### src/rtl/carregador_programa.sv
// carregador_programa: boot loader for the 8-bit nRISC processor.
// Receives a length-prefixed, checksummed program image as a byte stream,
// writes it into the instruction memory load port and releases the CPU
// from reset only after the complete image has been verified.
//
// Handshake: a byte is transferred on a rising edge of clock where both
// byte_valid and byte_ready are 1. The loader never waits on byte_valid
// to raise byte_ready; byte_ready is a pure decode of the current state.
module carregador_programa #(
   parameter int TIMEOUT = 1000
) (
   input  logic       clock,
   input  logic       reset,
   input  logic [7:0] byte_in,
   input  logic       byte_valid,
   output logic       byte_ready,
   output logic [7:0] mem_addr,
   output logic [7:0] mem_dado,
   output logic       mem_esc,
   output logic       cpu_reset,
   output logic       carregado,
   output logic       erro_checksum,
   output logic       erro_timeout,
   output logic [2:0] estado_o
);

   // Idle counter only ever holds 0..TIMEOUT-1.
   localparam int IW = (TIMEOUT > 2) ? $clog2(TIMEOUT) : 1;
   localparam logic [IW-1:0] IDLE_LIM = IW'(TIMEOUT - 1);
   localparam logic [IW-1:0] IDLE_ONE = IW'(1);

   typedef enum logic [2:0] {
      OCIOSO = 3'd0,
      DADOS  = 3'd1,
      CHECK  = 3'd2,
      FEITO  = 3'd3,
      ERRO   = 3'd4
   } estado_t;

   estado_t       state_q, state_d;
   logic [7:0]    len_q, len_d;
   logic [7:0]    cnt_q, cnt_d;
   logic [7:0]    sum_q, sum_d;
   logic [IW-1:0] idle_q, idle_d;
   logic [7:0]    mem_addr_q, mem_addr_d;
   logic [7:0]    mem_dado_q, mem_dado_d;
   logic          mem_esc_q, mem_esc_d;
   logic          erro_ck_q, erro_ck_d;
   logic          erro_to_q, erro_to_d;

   logic          xfer;
   logic          last_byte;
   logic          idle_expired;

   assign byte_ready   = (state_q == OCIOSO) || (state_q == DADOS) || (state_q == CHECK);
   assign xfer         = byte_valid && byte_ready;
   assign last_byte    = (cnt_q == (len_q - 8'd1));
   assign idle_expired = (idle_q == IDLE_LIM);

   // State and datapath registers; reset returns to an empty OCIOSO.
   always_ff @(posedge clock or posedge reset) begin
      if (reset) begin
         state_q    <= OCIOSO;
         len_q      <= 8'd0;
         cnt_q      <= 8'd0;
         sum_q      <= 8'd0;
         idle_q     <= '0;
         mem_addr_q <= 8'd0;
         mem_dado_q <= 8'd0;
         mem_esc_q  <= 1'b0;
         erro_ck_q  <= 1'b0;
         erro_to_q  <= 1'b0;
      end else begin
         state_q    <= state_d;
         len_q      <= len_d;
         cnt_q      <= cnt_d;
         sum_q      <= sum_d;
         idle_q     <= idle_d;
         mem_addr_q <= mem_addr_d;
         mem_dado_q <= mem_dado_d;
         mem_esc_q  <= mem_esc_d;
         erro_ck_q  <= erro_ck_d;
         erro_to_q  <= erro_to_d;
      end
   end

   // Next-state and datapath updates for the stream parser.
   always_comb begin
      state_d    = state_q;
      len_d      = len_q;
      cnt_d      = cnt_q;
      sum_d      = sum_q;
      idle_d     = idle_q;
      mem_addr_d = mem_addr_q;
      mem_dado_d = mem_dado_q;
      mem_esc_d  = 1'b0;
      erro_ck_d  = erro_ck_q;
      erro_to_d  = erro_to_q;

      case (state_q)
         OCIOSO: begin
            // No timeout here: the host may take as long as it likes to start.
            if (xfer) begin
               if (byte_in == 8'd0) begin
                  state_d   = ERRO;
                  erro_ck_d = 1'b1;
               end else begin
                  len_d   = byte_in;
                  cnt_d   = 8'd0;
                  sum_d   = 8'd0;
                  idle_d  = '0;
                  state_d = DADOS;
               end
            end
         end

         DADOS: begin
            if (xfer) begin
               mem_addr_d = cnt_q;
               mem_dado_d = byte_in;
               mem_esc_d  = 1'b1;
               cnt_d      = cnt_q + 8'd1;
               sum_d      = sum_q + byte_in;
               idle_d     = '0;
               if (last_byte) begin
                  state_d = CHECK;
               end
            end else if (idle_expired) begin
               state_d   = ERRO;
               erro_to_d = 1'b1;
            end else begin
               idle_d = idle_q + IDLE_ONE;
            end
         end

         CHECK: begin
            if (xfer) begin
               idle_d = '0;
               if (byte_in == sum_q) begin
                  state_d = FEITO;
               end else begin
                  state_d   = ERRO;
                  erro_ck_d = 1'b1;
               end
            end else if (idle_expired) begin
               state_d   = ERRO;
               erro_to_d = 1'b1;
            end else begin
               idle_d = idle_q + IDLE_ONE;
            end
         end

         // FEITO and ERRO are terminal; only reset leaves them.
         default: begin
            state_d = state_q;
         end
      endcase
   end

   assign mem_addr      = mem_addr_q;
   assign mem_dado      = mem_dado_q;
   assign mem_esc       = mem_esc_q;
   // CPU stays in reset everywhere except after a verified load.
   assign cpu_reset     = (state_q != FEITO);
   assign carregado     = (state_q == FEITO);
   assign erro_checksum = erro_ck_q;
   assign erro_timeout  = erro_to_q;
   assign estado_o      = state_q;

endmodule

### config.mk
export PLATFORM = sky130hd
export DESIGN_NAME = carregador_programa
export DESIGN_NICKNAME = d
export VERILOG_FILES = /design/src/rtl/carregador_programa.sv
export SDC_FILE = /design/constraint.sdc
export NUM_CORES = 1
export LEC_CHECK = 0
export ABC_CLOCK_PERIOD_IN_PS = 3040
export CAP_MARGIN = 20
export CELL_PAD_IN_SITES_DETAIL_PLACEMENT = 0
export CELL_PAD_IN_SITES_GLOBAL_PLACEMENT = 2
export CORE_MARGIN = 2
export CORE_UTILIZATION = 39
export DETAILED_ROUTE_END_ITERATION = 10
export PLACE_DENSITY = 0.82
export SYNTH_ARGS = -nofsm -noshare
export SYNTH_HDL_FRONTEND = slang
export SYNTH_SLANG_ARGS = --single-unit
### constraint.sdc
create_clock -name clock -period 3.04 [get_ports clock]
set_input_delay 0.608 -clock clock [delete_from_list [all_inputs] [get_ports clock]]
set_output_delay 0.608 -clock clock [all_outputs]
set_load 0.01 [all_outputs]
==> impl_metrics.py, run 1 <==
metrics = {
    "status": {
        "outcome": "finished, final reports clean",
    },
    "place": {
        "dp.cells": 438,
        "dp.final_hpwl_um": 5000,
        "io_buffers": 35,
        "routabilityCongestion": 0.827,
        "placed_area_mm2": 0.00363,
    },
    "global_routing": {
        "grt_start_max_net_pins": 32,
        "grt_first_pass_wirelength_um": 11800,
        "grt_use_total": 0.173,
        "grt_pass1_vias": 2361,
        "gr-total-overflow": 0,
        "antenna_found_initial": 0,
    },
    "critical_path": {
        "crit_start": "byte_in[2]",
        "path_buf_inv": 2,
        "r2r_end": "idle_q[4]$_DFFE_PP0P_",
        "crit_fanout": 12,
        "critical_path.max_stage_delay_ns": 0.60,
        "path_cells": "clkdlybuf4s50_1 > or4_1 > buf_4 > o21ai_0 > a21oi_1 > and4_1 > xnor2_1 > nor2_1",
        "cpLargestDelayFamily": "simple AND/OR/NAND/NOR gates",
        "worstPathRequired_ns": 3.23,
        "critical_path.endpoint_type": "flop",
        "reg2reg_from": "estado_o[1]$_DFFE_PP0P_",
        "worstSetupStartpointType": "primary input",
        "crit_type": "primary input to flop",
        "worstPathArrival_ns": 2.80,
        "r2r_slack_ns": 0.76,
        "cpMaxStageDelayCell": "or4_1",
        "reg2reg_depth": 6,
    },
    "synthesis": {
        "synth_nets": 314,
        "synthArstFlopShare": 1.00,
        "yosysTopAreaCell": "dfrtp_1",
        "ys.flop_type": "dfrtp_1",
        "synth_cells": 292,
        "yosysMostFrequentCell": "dfrtp_1",
        "ys_seq_area_frac": 0.462,
        "synth_edf_count": 0,
        "synth-seq-cells": 56,
        "syn_area_mm2": 0.00303,
        "netlist.area_leader.share": 0.462,
        "ys_types": 50,
        "synth.avg_cell_area_um2": 10.4,
        "synthTopCellsByCount": "dfrtp_1, nor2_1, mux2_2",
        "yosys_warnings": 0,
        "synth_area_leaders": "dfrtp_1, mux2_2, ha_1, xnor2_1, xor2_1",
    },
    "cts": {
        "clock-sinks": 56,
        "clk_latency_ns": 0.31,
        "cts_resized": 0,
        "root_buffer": "clkbuf_8",
        "ctsHoldBuffers": 0,
        "tritoncts": "yes",
        "htreeDepth": 2,
        "path_clk_slew_ns": 0.10,
        "numCtsBuffers": 5,
        "cts_buffer_depth": 2,
        "post_cts_buffers": 0,
    },
    "finish": {
        "nNetsFinal": 365,
        "syn2layout_area_growth_pct": 23.7,
        "fin_util": 0.490,
        "diodes": 0,
        "nFillCells": 745,
        "drive_gt1_frac": 0.169,
        "final_area_mm2": 0.00375,
        "final_cells": 446,
    },
    "timing": {
        "setup_tns_ns": 0,
        "worst_slew_pin_slew_ns": 0.897,
        "maxSlewHeadroom": 0.397,
        "setup_viol": 0,
        "clock-skew-final_ns": 0.00643,
        "rsz0062_at_grt": "false",
        "drv_slew": 0,
        "fin_crit_ns": 2.61,
        "max_clock_freq_ghz": 0.383,
        "final-hold-violation-count": 0,
        "fin_crit_sh": 0.858,
    },
    "hold_path": {
        "hold_path.class": "flop to flop",
        "worstHoldEndpoint": "erro_timeout$_DFFE_PP0P_",
        "hold_depth": 1,
        "min_from": "erro_timeout$_DFFE_PP0P_",
    },
    "route": {
        "first_pass_iters": 4,
        "route.detailed.drc": 0,
        "route.vias.total": 2285,
        "via_per_inst": 5.12,
        "drtAntennaViolNets": 0,
        "dr.first_iter.drc_count": 81,
        "wl_per_cell_um": 15.2,
        "routed_wl_um": 6790,
    },
    "power": {
        "leakage_nw": 1.65,
        "power_density_mw_per_mm2": 805,
        "ir_drop_v": 0.000442,
        "p_total_mw": 3.02,
    },
    "job": {
        "max_cap_viol_count": 0,
    },
    "floorplan": {
        "chipWidth_um": 92.2,
        "die_h_um": 92.2,
        "start_util": 0.396,
        "die-area_mm2": 0.00849,
        "num_rows": 32,
        "core_mm2": 0.00765,
        "io_pins": 36,
    },
}
==> power breakdown <==
part           total [mW]  leakage, nW  internal (mW)  switching [mW]
logic                1.30        0.883          0.712           0.587
clock network       0.508       0.0583          0.249           0.260
registers            1.21        0.710          0.978           0.235
total                3.02         1.65           1.94            1.08
==> logic make-up after synthesis <==
kind of cell,Yosys count,share of synthesized area
AO/OA/AOI/OAI,51,0.117
XOR/XNOR,28,0.0809
adder cells (fa/ha/maj),11,0.0479
buffers and inverters,21,0.0268
flip-flops,56,0.462
multiplexers,24,0.0883
AND/OR/NAND/NOR,101,0.177
==> worst max path at each step <==
stage	cells after the start	endpoint
2_1_floorplan	8	sum_q[6]$_DFFE_PP0P_
3_3_place_gp	8	idle_q[4]$_DFFE_PP0P_
3_5_place_dp	8	idle_q[4]$_DFFE_PP0P_
4_1_cts	8	idle_q[4]$_DFFE_PP0P_
5_1_grt	8	idle_q[4]$_DFFE_PP0P_
6_report	8	idle_q[4]$_DFFE_PP0P_
==> final cells by class <==
| class | instances | area (µm²) | share of cell area |
|---|---|---|---|
| Timing Repair Buffer | 55 | 513 | 0.137 |
| Inverter | 10 | 37.5 | 0.0100 |
| Tap cell | 102 | 128 | 0.0340 |
| Sequential cell | 56 | 1400 | 0.374 |
| Clock inverter | 3 | 47.5 | 0.0127 |
| Multi-Input combinational cell | 215 | 1550 | 0.414 |
| Clock buffer | 5 | 68.8 | 0.0184 |
==> worst register-to-register path, stage by stage, from the launching register on <==
cell     delay (ns)
dfrtp_1        0.54
a21oi_1        0.38
o41ai_1        0.13
a21oi_1        0.63
and4_1         0.30
xnor2_1        0.12
nor2_1         0.05
==> registers in the layout, indices dropped and copies added (netlist names) <==
name,cells
cnt_q,8
erro_timeout,1
estado_o,3
sum_q,8
mem_addr,8
len_q,8
mem_esc,1
mem_dado,8
erro_checksum,1
idle_q,10
==> per-stage QoR <==
step	hold WS, ns	worst slack (ns)
final	0.464	0.431
after global routing	0.490	0.300
after CTS	0.469	0.440
after detailed placement	0.444	0.112
after global placement	0.446	0.156
after floorplan	0.477	0.873
==> layer usage <==
layer	wire length [µm]	part of all wire	track usage
met5	0	0	0
met4	73	0.011	0.0410
met3	154	0.023	0.0263
met2	3190	0.47	0.284
met1	3370	0.50	0.243
==> placed cells by master (no fill, tap or decap), drive strengths merged, types with 3 or more instances in the layout <==
cell type / Yosys / final
dfrtp: 56 / 56
clkdlybuf4s50: 0 / 35
nor2: 29 / 29
mux2: 22 / 22
buf: 3 / 20
nand2: 17 / 17
xor2: 14 / 14
xnor2: 14 / 14
o21ai: 12 / 12
a21oi: 11 / 11
ha: 10 / 10
inv: 10 / 10
nor3: 9 / 9
a22o: 8 / 8
nand4: 8 / 8
nand2b: 5 / 5
clkbuf: 8 / 5
and3: 4 / 4
nand3: 4 / 4
nor4: 4 / 4
or2: 3 / 3
a21o: 3 / 3
nor2b: 3 / 3
and4: 3 / 3
o211ai: 3 / 3
or4: 3 / 3
No activity file was read; power rests on OpenSTA's default activity.
==> run 2: changes to the inputs <==
--- a/config.mk
+++ b/config.mk
@@ -5,11 +5,11 @@
 export SDC_FILE = /design/constraint.sdc
 export NUM_CORES = 1
 export LEC_CHECK = 0
-export ABC_CLOCK_PERIOD_IN_PS = 3040
+export ABC_CLOCK_PERIOD_IN_PS = 3250
 export CAP_MARGIN = 20
 export CELL_PAD_IN_SITES_DETAIL_PLACEMENT = 0
 export CELL_PAD_IN_SITES_GLOBAL_PLACEMENT = 2
-export CORE_MARGIN = 2
+export CORE_MARGIN = 4
 export CORE_UTILIZATION = 39
 export DETAILED_ROUTE_END_ITERATION = 10
 export PLACE_DENSITY = 0.82
==> constraint.sdc (replaced) <==
create_clock -name clock -period 3.25 [get_ports clock]
set_input_delay 0.65 -clock clock [delete_from_list [all_inputs] [get_ports clock]]
set_output_delay 0.65 -clock clock [all_outputs]
set_load 0.01 [all_outputs]
==> run 2 against run 1 <==
Final area down 2.7%. Wire length down 0.74%. Hold slack better by 0.0091 ns. Utilization up 0.20 points. Critical path depth down 4. Sequential share of layout area up 1.1 points. Non-clock buffer count down 11. Clock power down 18%. Sequential power down 7%. Combinational power down 7%. Final cell count down 3.1%. Critical path type is now flop to output pin. Largest cell class unchanged.
==> impl_metrics.py, run 2 (same netlist as run 1, synthesis figures left out) <==
metrics = {
    "place": {
        "routabilityCongestion": 0.799,
        "dp.final_hpwl_um": 4940,
        "dp.cells": 424,
        "io_buffers": 35,
    },
    "critical_path": {
        "crit_type": "flop to output pin",
        "critical_path.endpoint_type": "output pin",
        "worstPathRequired_ns": 2.60,
        "worstSetupStartpointType": "flop",
        "crit_fanout": 15,
        "worstPathArrival_ns": 1.97,
    },
    "global_routing": {
        "gr-total-overflow": 0,
        "grt_start_max_net_pins": 31,
        "grt_first_pass_wirelength_um": 11400,
        "grt_pass1_vias": 2196,
        "grt_use_total": 0.158,
        "antenna_found_initial": 0,
    },
    "hold_path": {
        "hold_path.class": "flop to flop",
    },
    "finish": {
        "final_common_cell": "dfrtp_1",
        "largest_register": "idle_q",
        "syn2layout_area_growth_pct": 20.3,
        "final_cell_mix": "dfrtp_1, clkdlybuf4s50_1, nor2_1",
        "final_cells": 432,
        "largest_reg_flops": 10,
        "seqCellArea_mm2": 0.00140,
        "nNetsFinal": 354,
        "diodes": 0,
        "multi_input_area_mm2": 0.00155,
        "drive_gt1_frac": 0.141,
        "nFillCells": 701,
    },
    "power": {
        "leakage_nw": 1.59,
        "power_density_mw_per_mm2": 757,
        "p_total_mw": 2.76,
        "ir_drop_v": 0.000413,
    },
    "route": {
        "routed_wl_um": 6740,
        "first_pass_iters": 4,
        "wl_per_cell_um": 15.6,
        "route.vias.total": 2254,
        "dr.first_iter.drc_count": 79,
        "via_per_inst": 5.22,
        "route.detailed.drc": 0,
        "drtAntennaViolNets": 0,
    },
    "timing": {
        "rsz0062_at_grt": "false",
        "max_clock_freq_ghz": 0.382,
        "maxSlewHeadroom": 0.469,
        "final-hold-violation-count": 0,
        "setup_viol": 0,
        "fin_crit_ns": 2.62,
        "setup_tns_ns": 0,
        "clock-skew-final_ns": 0.00815,
        "fin_crit_sh": 0.806,
        "holdWs_ns": 0.473,
        "worst_slew_pin_slew_ns": 0.796,
        "drv_slew": 0,
    },
    "cts": {
        "numCtsBuffers": 5,
        "cts_resized": 0,
        "tritoncts": "yes",
        "clock-sinks": 56,
        "clk_latency_ns": 0.31,
        "ctsHoldBuffers": 0,
        "post_cts_buffers": 0,
        "root_buffer": "clkbuf_8",
        "cts_buffer_depth": 2,
        "htreeDepth": 2,
        "path_clk_slew_ns": 0.11,
    },
    "status": {
        "outcome": "finished, final reports clean",
    },
    "floorplan": {
        "die_h_um": 96.2,
        "die-area_mm2": 0.00925,
        "chipWidth_um": 96.2,
        "start_util": 0.409,
        "num_rows": 31,
        "core_mm2": 0.00741,
        "io_pins": 36,
    },
    "job": {
        "max_cap_viol_count": 0,
    },
}
-- run 2: changes by cell type in the layout (fill, tap and decap cells not counted), sizes merged --
cell | before | now
buf | 20 | 9
clkinv | 2 | 0
inv | 10 | 12
bufinv | 1 | 0
clkbuf | 5 | 6
-- run 2: worst paths after layout --
kind,from,endpoint,slack (ns),depth (start not counted)
worst max-delay path,estado_o[0]$_DFFE_PP0P_,carregado,0.63,4
worst min-delay path,erro_timeout$_DFFE_PP0P_,erro_timeout$_DFFE_PP0P_,0.47,1
max in group asynchronous,reset,sum_q[2]$_DFFE_PP0P_,1.94,3
min in group asynchronous,reset,cnt_q[7]$_DFFE_PP0P_,0.72,2
worst max register to register,estado_o[0]$_DFFE_PP0P_,idle_q[9]$_DFFE_PP0P_,0.95,6
worst min register to register,erro_timeout$_DFFE_PP0P_,erro_timeout$_DFFE_PP0P_,0.47,1
-- run 2: stage by stage --
stage	cell area, µm²	setup slack, ns	utilization
after floorplan	3030	1.04	-
after global placement	3550	0.307	0.479
after detailed placement	3550	0.314	0.479
after CTS	3650	0.603	0.492
after global routing	3650	0.471	0.492
final	3650	0.632	0.492
-- run 2: routing by layer --
metal | track usage | vias up | wire length (µm)
met5 | 0 | - | 0
met4 | 0.0284 | 0 | 23
met3 | 0.0266 | 2 | 217
met2 | 0.246 | 39 | 3020
met1 | 0.231 | 1080 | 3480
li1 | - | 1133 | -
-- run 2: layout make-up --
cell class	instances	area share
flip-flops and latches	56	0.384
well taps	99	0.0340
clock buffers	6	0.0226
clock inverters	2	0.00480
multi-input cells	215	0.426
inverters	10	0.0103
repair buffers	44	0.118
-- run 2: worst max-delay path: stages (launching register included) --
cell	delay [ns]
dfrtp_1	0.66
nand2_1	0.12
or2_2	0.30
inv_1	0.05
clkdlybuf4s50_1	0.52
-- run 2: power breakdown --
| group | total [mW] | leakage [nW] | internal [mW] | switching, mW |
|---|---|---|---|---|
| Sequential | 1.13 | 0.710 | 0.914 | 0.214 |
| Combinational | 1.21 | 0.830 | 0.656 | 0.558 |
| Clock | 0.419 | 0.0522 | 0.179 | 0.239 |
| Total | 2.76 | 1.59 | 1.75 | 1.01 |
==> run 3: changes to the inputs <==
==> config.mk (replaced) <==
export PLATFORM = sky130hd
export DESIGN_NAME = carregador_programa
export DESIGN_NICKNAME = d
export VERILOG_FILES = /design/src/rtl/carregador_programa.sv
export SDC_FILE = /design/constraint.sdc
export NUM_CORES = 1
export LEC_CHECK = 0
export ABC_CLOCK_PERIOD_IN_PS = 2100
export CAP_MARGIN = 20
export CELL_PAD_IN_SITES_DETAIL_PLACEMENT = 0
export CELL_PAD_IN_SITES_GLOBAL_PLACEMENT = 2
export CORE_MARGIN = 4
export CORE_UTILIZATION = 33
export DETAILED_ROUTE_END_ITERATION = 10
export PLACE_DENSITY = 0.74
export SYNTH_ARGS = -nofsm -noshare
export SYNTH_HDL_FRONTEND = slang
export SYNTH_SLANG_ARGS = --single-unit
==> constraint.sdc (replaced) <==
create_clock -name clock -period 2.1 [get_ports clock]
set_input_delay 0.42 -clock clock [delete_from_list [all_inputs] [get_ports clock]]
set_output_delay 0.42 -clock clock [all_outputs]
set_load 0.01 [all_outputs]
==> run 3 against run 2 <==
The flow now finishes with violations (negative setup slack). Via count up 9.7%. Worst setup slack worse by 0.69 ns. Hold slack worse by 0.015 ns. Non-clock buffer count up 44. Clock skew down 0.0037 ns. Sequential share of layout area down 4.4 points. Wire length up 12%. Register-to-register slack worse by 1.0 ns. Clock power up 58%. Critical endpoint is now estado_o[2]$_DFFE_PP0P_. Largest power group unchanged.
==> impl_metrics.py, run 3 (same netlist as run 1, synthesis figures left out) <==
metrics = {
    "global_routing": {
        "grt_use_total": 0.145,
        "grt_first_pass_wirelength_um": 12800,
        "grt_pass1_vias": 2521,
        "gr-total-overflow": 0,
        "antenna_found_initial": 0,
        "grt_start_max_net_pins": 57,
    },
    "power": {
        "leakage_nw": 1.84,
        "ir_drop_v": 0.000512,
        "swShare": 0.371,
        "pwr-share-comb": 0.494,
        "p_switching_mw": 1.75,
        "p_int_mw": 2.96,
        "clockPowerShare": 0.141,
        "power_frac_seq": 0.366,
        "power_density_mw_per_mm2": 1140,
    },
    "cts": {
        "numCtsBuffers": 5,
        "path_clk_slew_ns": 0.11,
        "ctsHoldBuffers": 0,
        "clock-sinks": 56,
        "cts_buffer_depth": 2,
        "clk_latency_ns": 0.32,
        "root_buffer": "clkbuf_8",
        "htreeDepth": 2,
        "tritoncts": "yes",
    },
    "finish": {
        "largest_register": "idle_q",
        "nNetsFinal": 398,
        "diodes": 0,
        "final_common_cell": "dfrtp_1",
        "nFillCells": 865,
        "drive_gt1_frac": 0.305,
        "largest_reg_flops": 10,
        "final_area_mm2": 0.00412,
        "final_cells": 485,
        "syn2layout_area_growth_pct": 36.0,
        "fin_util": 0.466,
        "final_cell_mix": "dfrtp_1, buf_4, clkdlybuf4s50_1",
    },
    "place": {
        "routabilityCongestion": 0.781,
        "dp.cells": 475,
        "dp.final_hpwl_um": 5620,
        "placed_area_mm2": 0.00387,
        "io_buffers": 35,
    },
    "critical_path": {
        "path_cells": "or4_4 > o221a_1 > a311oi_2 > a211oi_2 > or3_1 > a31o_1",
        "cpMaxStageDelayCell": "or4_4",
        "critical_path.endpoint_type": "flop",
        "worstPathRequired_ns": 2.32,
        "reg2reg_depth": 6,
        "critical_path.max_stage_delay_ns": 0.54,
        "worstPathArrival_ns": 2.37,
        "path_buf_inv": 0,
        "crit_fanout": 2,
        "worstSetupStartpointType": "flop",
        "cpLargestDelayFamily": "simple AND/OR/NAND/NOR gates",
        "crit_type": "flop to flop",
        "crit_cells": 6,
    },
    "job": {
        "max_cap_viol_count": 0,
    },
    "route": {
        "route.vias.total": 2473,
        "via_per_inst": 5.10,
        "first_pass_iters": 4,
        "route.detailed.drc": 0,
        "dr.first_iter.drc_count": 51,
        "wl_per_cell_um": 15.6,
        "drtAntennaViolNets": 0,
        "routed_wl_um": 7540,
    },
    "floorplan": {
        "chipWidth_um": 104,
        "io_pins": 36,
        "core_mm2": 0.00885,
        "die_h_um": 104,
        "start_util": 0.343,
        "num_rows": 34,
        "die-area_mm2": 0.0108,
    },
    "timing": {
        "rsz0062_at_grt": "true",
        "maxSlewHeadroom": 0.595,
        "setup_slack_ns": -0.0551,
        "drv_slew": 0,
        "max_clock_freq_ghz": 0.464,
        "clock-skew-final_ns": 0.00447,
        "fin_crit_ns": 2.16,
        "final-hold-violation-count": 0,
        "worst_slew_pin_slew_ns": 0.604,
        "setup_viol": 2,
        "fin_crit_sh": 1.03,
    },
    "hold_path": {
        "hold_path.class": "primary input to async pin",
    },
    "status": {
        "outcome": "complete, but fails checks",
        "violations": "negative setup slack",
    },
}
## run 3: cell count changes in the layout (fill, tap and decap cells not counted), moves of 3 or more
cell | previous run | this run
buf_4 | 8 | 50
a21oi_1 | 11 | 6
a21oi_2 | 0 | 5
clkdlybuf4s50_1 | 35 | 30
dlygate4sd2_1 | 0 | 4
ha_1 | 10 | 7
## run 3: area by class of cell
type                            count  area (µm²)  share of cell area
Clock inverter                      3        28.8             0.00698
Timing Repair Buffer               88         766               0.186
Clock buffer                        5        68.8              0.0167
Inverter                           10        37.5             0.00910
Sequential cell                    56        1400               0.340
Multi-Input combinational cell    215        1690               0.409
Tap cell                          108         135              0.0328
## run 3: power by group through the flow
stage | Clock, mW | Combinational (mW) | Sequential, mW
detailed placement | 0 | 2.21 | 1.73
floorplan | 0 | 1.23 | 1.73
global route | 0.739 | 2.57 | 1.78
CTS | 0.686 | 2.26 | 1.71
finish | 0.663 | 2.33 | 1.72
global placement | 0 | 2.19 | 1.73
## run 3: through the flow
| step | total power, mW | worst slack (ns) | setup TNS [ns] | hold slack, ns |
|---|---|---|---|---|
| after floorplan | 2.96 | 0.0164 | 0 | 0.477 |
| after global placement | 3.92 | -0.553 | -13.77 | 0.459 |
| after detailed placement | 3.94 | -0.536 | -15.17 | 0.462 |
| after CTS | 4.66 | -0.146 | -0.146 | 0.472 |
| after global routing | 5.09 | -0.136 | -0.291 | 0.488 |
| final | 4.72 | -0.0551 | -0.0983 | 0.459 |
## run 3: routing by layer
layer | track usage | wire (µm)
met5 | 0 | 0
met4 | 0.0408 | 78
met3 | 0.0286 | 256
met2 | 0.214 | 3340
met1 | 0.215 | 3870
## run 3: final timing paths
check,start,end,slack [ns]
setup / recovery,len_q[3]$_DFFE_PP0P_,estado_o[2]$_DFFE_PP0P_,-0.06
hold / removal,reset,mem_addr[6]$_DFFE_PP0P_,0.46
setup reg to reg,len_q[3]$_DFFE_PP0P_,estado_o[2]$_DFFE_PP0P_,-0.06
hold reg to reg,erro_timeout$_DFFE_PP0P_,erro_timeout$_DFFE_PP0P_,0.49
max in group asynchronous,reset,mem_esc$_DFF_PP0_,1.38
min in group clock,erro_timeout$_DFFE_PP0P_,erro_timeout$_DFFE_PP0P_,0.49
## run 3: worst reg2reg max path, delay by kind of cell, from the launching register on
| family | cells | cell delay (ns) |
|---|---|---|
| and+or+nand+nor | 2 | 0.86 |
| AOI/OAI and AO/OA | 4 | 0.81 |
| DFF | 1 | 0.40 |
## run 3: what timing repair did
action	4_1_cts	5_1_grt
resized for setup	16	20
hold endpoints to repair	0	0
setup endpoints to repair	31	15
pin swaps	5	9
buffers inserted	1	2
